==> config.mk <==
export PLATFORM = sky130hd
export DESIGN_NAME = seg7_scan_driver_flat
export DESIGN_NICKNAME = d
export VERILOG_FILES = /design/src/rtl/seg7_scan_if.sv /design/src/rtl/seg7_scan_driver.sv /design/src/flat_wrapper.sv
export SDC_FILE = /design/constraint.sdc
export NUM_CORES = 1
export LEC_CHECK = 0
export BUFFER_PORTS_ARGS = -buffer_cell sky130_fd_sc_hd__clkbuf_2
export CAP_MARGIN = 20
export CORE_ASPECT_RATIO = 1.1
export CORE_MARGIN = 2
export CORE_UTILIZATION = 50
export DETAILED_ROUTE_END_ITERATION = 10
export PLACE_DENSITY_LB_ADDON = 0.25
export RECOVER_POWER = 100
export SLEW_MARGIN = 15
export SYNTH_ARGS = -nofsm -noshare
export SYNTH_HDL_FRONTEND = slang
export SYNTH_SLANG_ARGS = --single-unit
==> constraint.sdc <==
create_clock -name clk -period 1.8 [get_ports clk]
set_input_delay 0.09 -clock clk [delete_from_list [all_inputs] [get_ports clk]]
set_output_delay 0.09 -clock clk [all_outputs]
set_load 0.02 [all_outputs]
==> src/rtl/seg7_scan_if.sv <==
// Display-side bundle between the blanking stage and the seven-segment scan driver.
interface seg7_scan_if;
    logic [15:0] data;
    logic [3:0]  blank;
    logic [3:0]  dp;
    logic [3:0]  an;
    logic [6:0]  seg;
    logic        dp_n;
    logic        frame_load;

    modport master (
        output data, blank, dp,
        input  an, seg, dp_n, frame_load
    );

    modport slave (
        input  data, blank, dp,
        output an, seg, dp_n, frame_load
    );
endinterface

==> src/rtl/seg7_scan_driver.sv <==
// Time-multiplexed 4-digit common-anode seven-segment driver with per-frame
// shadow snapshot and a dark guard interval at the start of every digit slot.
module seg7_scan_driver #(
    parameter int unsigned DIV   = 50000,
    parameter int unsigned GUARD = 64
) (
    input  logic         clk,
    input  logic         rst,
    seg7_scan_if.slave   bus
);
    localparam int unsigned CNT_W = $clog2(DIV);
    localparam logic [CNT_W-1:0] CNT_LAST  = CNT_W'(DIV - 1);
    localparam logic [CNT_W-1:0] GUARD_CNT = CNT_W'(GUARD);

    logic [CNT_W-1:0] cnt;
    logic [1:0]       idx;
    logic [15:0]      sh_data;
    logic [3:0]       sh_blank;
    logic [3:0]       sh_dp;

    logic [3:0]       an_q;
    logic [6:0]       seg_q;
    logic             dp_n_q;
    logic             frame_load_q;

    logic             tick_c;
    logic             load_c;
    logic [3:0]       nib_c;
    logic [6:0]       glyph_c;
    logic [3:0]       an_c;
    logic [6:0]       seg_c;
    logic             dp_n_c;

    assign tick_c = (cnt == CNT_LAST);
    assign load_c = tick_c && (idx == 2'd3);

    // Current digit selection and active-low hex glyph lookup ({g,f,e,d,c,b,a}).
    always_comb begin
        nib_c   = 4'(sh_data >> {idx, 2'b00});
        glyph_c = 7'b1111111;
        case (nib_c)
            4'h0: glyph_c = 7'b1000000;
            4'h1: glyph_c = 7'b1111001;
            4'h2: glyph_c = 7'b0100100;
            4'h3: glyph_c = 7'b0110000;
            4'h4: glyph_c = 7'b0011001;
            4'h5: glyph_c = 7'b0010010;
            4'h6: glyph_c = 7'b0000010;
            4'h7: glyph_c = 7'b1111000;
            4'h8: glyph_c = 7'b0000000;
            4'h9: glyph_c = 7'b0010000;
            4'hA: glyph_c = 7'b0001000;
            4'hB: glyph_c = 7'b0000011;
            4'hC: glyph_c = 7'b1000110;
            4'hD: glyph_c = 7'b0100001;
            4'hE: glyph_c = 7'b0000110;
            4'hF: glyph_c = 7'b0001110;
            default: glyph_c = 7'b1111111;
        endcase
    end

    // Pin values for the next cycle; guard or blanked digit keeps everything dark.
    always_comb begin
        an_c   = 4'b1111;
        seg_c  = 7'b1111111;
        dp_n_c = 1'b1;
        if ((cnt >= GUARD_CNT) && !sh_blank[idx]) begin
            an_c   = ~(4'b0001 << idx);
            seg_c  = glyph_c;
            dp_n_c = ~sh_dp[idx];
        end
    end

    always_ff @(posedge clk) begin
        if (rst) begin
            cnt          <= '0;
            idx          <= 2'd0;
            sh_data      <= 16'h0000;
            sh_blank     <= 4'b1111;
            sh_dp        <= 4'b0000;
            an_q         <= 4'b1111;
            seg_q        <= 7'b1111111;
            dp_n_q       <= 1'b1;
            frame_load_q <= 1'b0;
        end else begin
            cnt          <= tick_c ? '0 : cnt + CNT_W'(1);
            if (tick_c) begin
                idx <= idx + 2'd1;
            end
            // Snapshot at the frame boundary so a frame never mixes old and new values.
            if (load_c) begin
                sh_data  <= bus.data;
                sh_blank <= bus.blank;
                sh_dp    <= bus.dp;
            end
            frame_load_q <= load_c;
            an_q         <= an_c;
            seg_q        <= seg_c;
            dp_n_q       <= dp_n_c;
        end
    end

    assign bus.an         = an_q;
    assign bus.seg        = seg_q;
    assign bus.dp_n       = dp_n_q;
    assign bus.frame_load = frame_load_q;
endmodule

==> src/flat_wrapper.sv <==
// flat-port wrapper written by rule: the top's interface ports become plain ports
module seg7_scan_driver_flat 
#(
    parameter int unsigned DIV   = 50000,
    parameter int unsigned GUARD = 64
)
  (clk, rst, bus_data, bus_blank, bus_dp, bus_an, bus_seg, bus_dp_n, bus_frame_load);
  seg7_scan_if bus_i ();
  input  logic clk;
  input  logic rst;
  input wire logic [$bits(bus_i.data)-1:0] bus_data;
  input wire logic [$bits(bus_i.blank)-1:0] bus_blank;
  input wire logic [$bits(bus_i.dp)-1:0] bus_dp;
  output wire logic [$bits(bus_i.an)-1:0] bus_an;
  output wire logic [$bits(bus_i.seg)-1:0] bus_seg;
  output wire logic [$bits(bus_i.dp_n)-1:0] bus_dp_n;
  output wire logic [$bits(bus_i.frame_load)-1:0] bus_frame_load;
  assign bus_i.data = bus_data;
  assign bus_i.blank = bus_blank;
  assign bus_i.dp = bus_dp;
  assign bus_an = bus_i.an;
  assign bus_seg = bus_i.seg;
  assign bus_dp_n = bus_i.dp_n;
  assign bus_frame_load = bus_i.frame_load;
  seg7_scan_driver #(.DIV(DIV), .GUARD(GUARD)) u_core (.clk(clk), .rst(rst), .bus(bus_i));
endmodule
==> metrics.csv <==
metric;value;unit
drt.antenna.violating_nets;0;
status;finished with violations;
synth_top_area_frac;0.3957;
core_region_area;0.005360;mm²
final.setup.tns;-0.9221;ns
root_buffer;clkbuf_8;
syn_avg_cell_area;9.662;µm²
cts_htree_levels;2;
synth.distinct_cells;40;
syn_to_final_growth;36.06;%
num_antenna_cells;0;
cts_sinks;55;
finalCritPeriodShare;1.029;
finalNonFillerCells;433;
ioPinCount;39;
drc;0;
clockBufferDepth;2;
critPathKind;reg -> reg;
seq_area_frac_synth;0.3957;
grt_remaining_overflow;0;
crit_required;2.00;ns
placed_cells;413;
crit_path_max_fanout;6;
synth_area_leaders;dfxtp_1 (40%), o31ai_2 (8.1%), ha_1 (5.4%);
grt_setup_unrepaired;yes;
clkSlewWorstSetupHoldPaths;0.11;ns
post_drt_via_cell_ratio;5.612;
grt.total_usage;0.2108;
synth-edff-count;0;
die_h;82.24;µm
setup_slack;-0.05283;ns
synthFlopType;dfxtp_1;
yosysWarnings;0;
layout-drive-gt1-share;0.4358;
hold_viol;0;
vias;2430;
final-setup-viol-count;31;
synth_most_common_cell;dfxtp_1;
first_pass_iters;4;
fmax;539.7;MHz
synthTopCellsByCount;dfxtp_1 (55), a21oi_1 (26), nand4_1 (24);
maxCapViolCount;0;
initial_core_util;0.5191;
gp_congestion;0.8378;
drt-total-wl;7.020;mm
grt_start_max_net_pins;29;
cts_tree;yes;
dp_hpwl;4.471;mm
worst_pin_slew;0.4163;ns
placementRows;28;
antenna_found_initial;0;
leakage;1.326;nW
pre_cts_slack;-0.08266;ns
cp_cell_sequence;or4_4 > or3_4 > o31ai_2 > a21oi_1;
power.density;534.0;mW/mm²
slowest_delay;0.57;ns
hp-class;in -> reg;
final-max-slew-violation-count;0;
die-area;0.006179;mm²
drtIter0Drc;96;
port_buffers;38;
ys_seq_elements;55;
ys_async_sr_fraction;0;
critPathBufInv;0;
layout_min_cycle_time;1.853;ns
grt_first_pass_wirelength;9.922;mm
failed_checks;negative setup slack;
wire_per_inst;16.21;µm
critPathTopFamily;simple AND/OR/NAND/NOR gates;
ir_drop;0.4655;mV
start_kind;flop;
clock_latency;0.33;ns
grt_pass1_vias;2216;
synth_area;0.002783;mm²
max_slew_margin;0.7221;
cp-end-kind;flop;
die_w;75.13;µm
finalNetCount;395;
cts_buffers;5;
synth.largest_area_cell;dfxtp_1;
syn-num-nets;326;
slowest_stage;or4_4;
finalClockSkew;0.01456;ns
synth_cells;288;
worst_ep_arrival_time;2.05;ns
[path summary, 6_finish.rpt]
path,start,depth (start not counted),end,slack (ns)
min,bus_data[7],3,u_core.sh_data[7],0.007
max,u_core.cnt[13],4,u_core.sh_data[9],-0.05
min reg2reg,u_core.sh_blank[0],1,u_core.sh_blank[0],0.47
max reg2reg,u_core.cnt[13],4,u_core.sh_data[9],-0.05
[what timing repair did]
action,4_1_cts,5_1_grt
hold endpoints to repair,4,0
cloned,0,6
setup endpoints to repair,42,48
resized for setup,3,53
pin swaps,5,34
buffers inserted,0,2
hold buffers,4,0
[state kept, by name, indices dropped and copies added (netlist names)]
register,cells
u_core.bus.an,4
u_core.bus.dp_n,1
u_core.bus.frame_load,1
u_core.bus.seg,7
u_core.cnt,16
u_core.idx,2
u_core.sh_blank,4
u_core.sh_data,16
u_core.sh_dp,4
[layout by cell type (no fill, tap or decap), drive strengths merged, types with 6 or more instances in the layout]
cell,instances
o21ai,7
buf,43
xor2,12
nand2,16
o31ai,21
inv,8
a21oi,26
nor2,15
nand4,24
mux4,6
ha,12
and4,7
clkbuf,46
nand3,11
dfxtp,55
[area by class of cell]
cell class              count  area (µm²)
multi-input cells         199        1774
fillers                   412        1574
flip-flops and latches     55        1109
repair buffers             88       688.2
well taps                  75       93.84
clock buffers               5       68.82
inverters                   8       32.53
clock inverters             3       20.02
[power breakdown]
part | switching (W) | internal [W]
Combinational | 0.0000451 | 0.0000522
Sequential | 0.00000563 | 0.00122
Clock | 0.000426 | 0.000272
[cells by family after synthesis]
kind of cell	after synthesis	share of synthesized area
AND/OR/NAND/NOR	95	0.1965
AO/OA/AOI/OAI	65	0.1799
flip-flops	55	0.3957
buffers and inverters	36	0.06295
XOR/XNOR	14	0.04407
adder cells (fa/ha/maj)	12	0.05396
multiplexers	11	0.06700
[layer usage]
layer	track usage	up-vias	wire, µm
met3	0.04005	14	220
li1	-	1203	-
met2	0.3693	48	3696
met1	0.2538	1165	2928
met5	0	-	0
met4	0.08070	0	174
[stage by stage]
stage	hold slack (ns)	cell area, µm²	utilization	power, W
floorplan	0.2266	2799	-	0.001279
global placement	0.3400	3274	0.6109	0.001325
detailed placement	0.3409	3274	0.6109	0.001326
CTS	0.003505	3415	0.6370	0.002016
global route	0.0008783	3786	0.7063	0.002092
finish	0.006537	3786	0.7063	0.002022
[worst reg2reg max path: cells and delay by family (launching register included)]
family             cells  cell delay (ns)
AOI/OAI and AO/OA      2             0.34
and+or+nand+nor        2             1.06
DFF                    1             0.33
(Power assumes the default switching activity.)
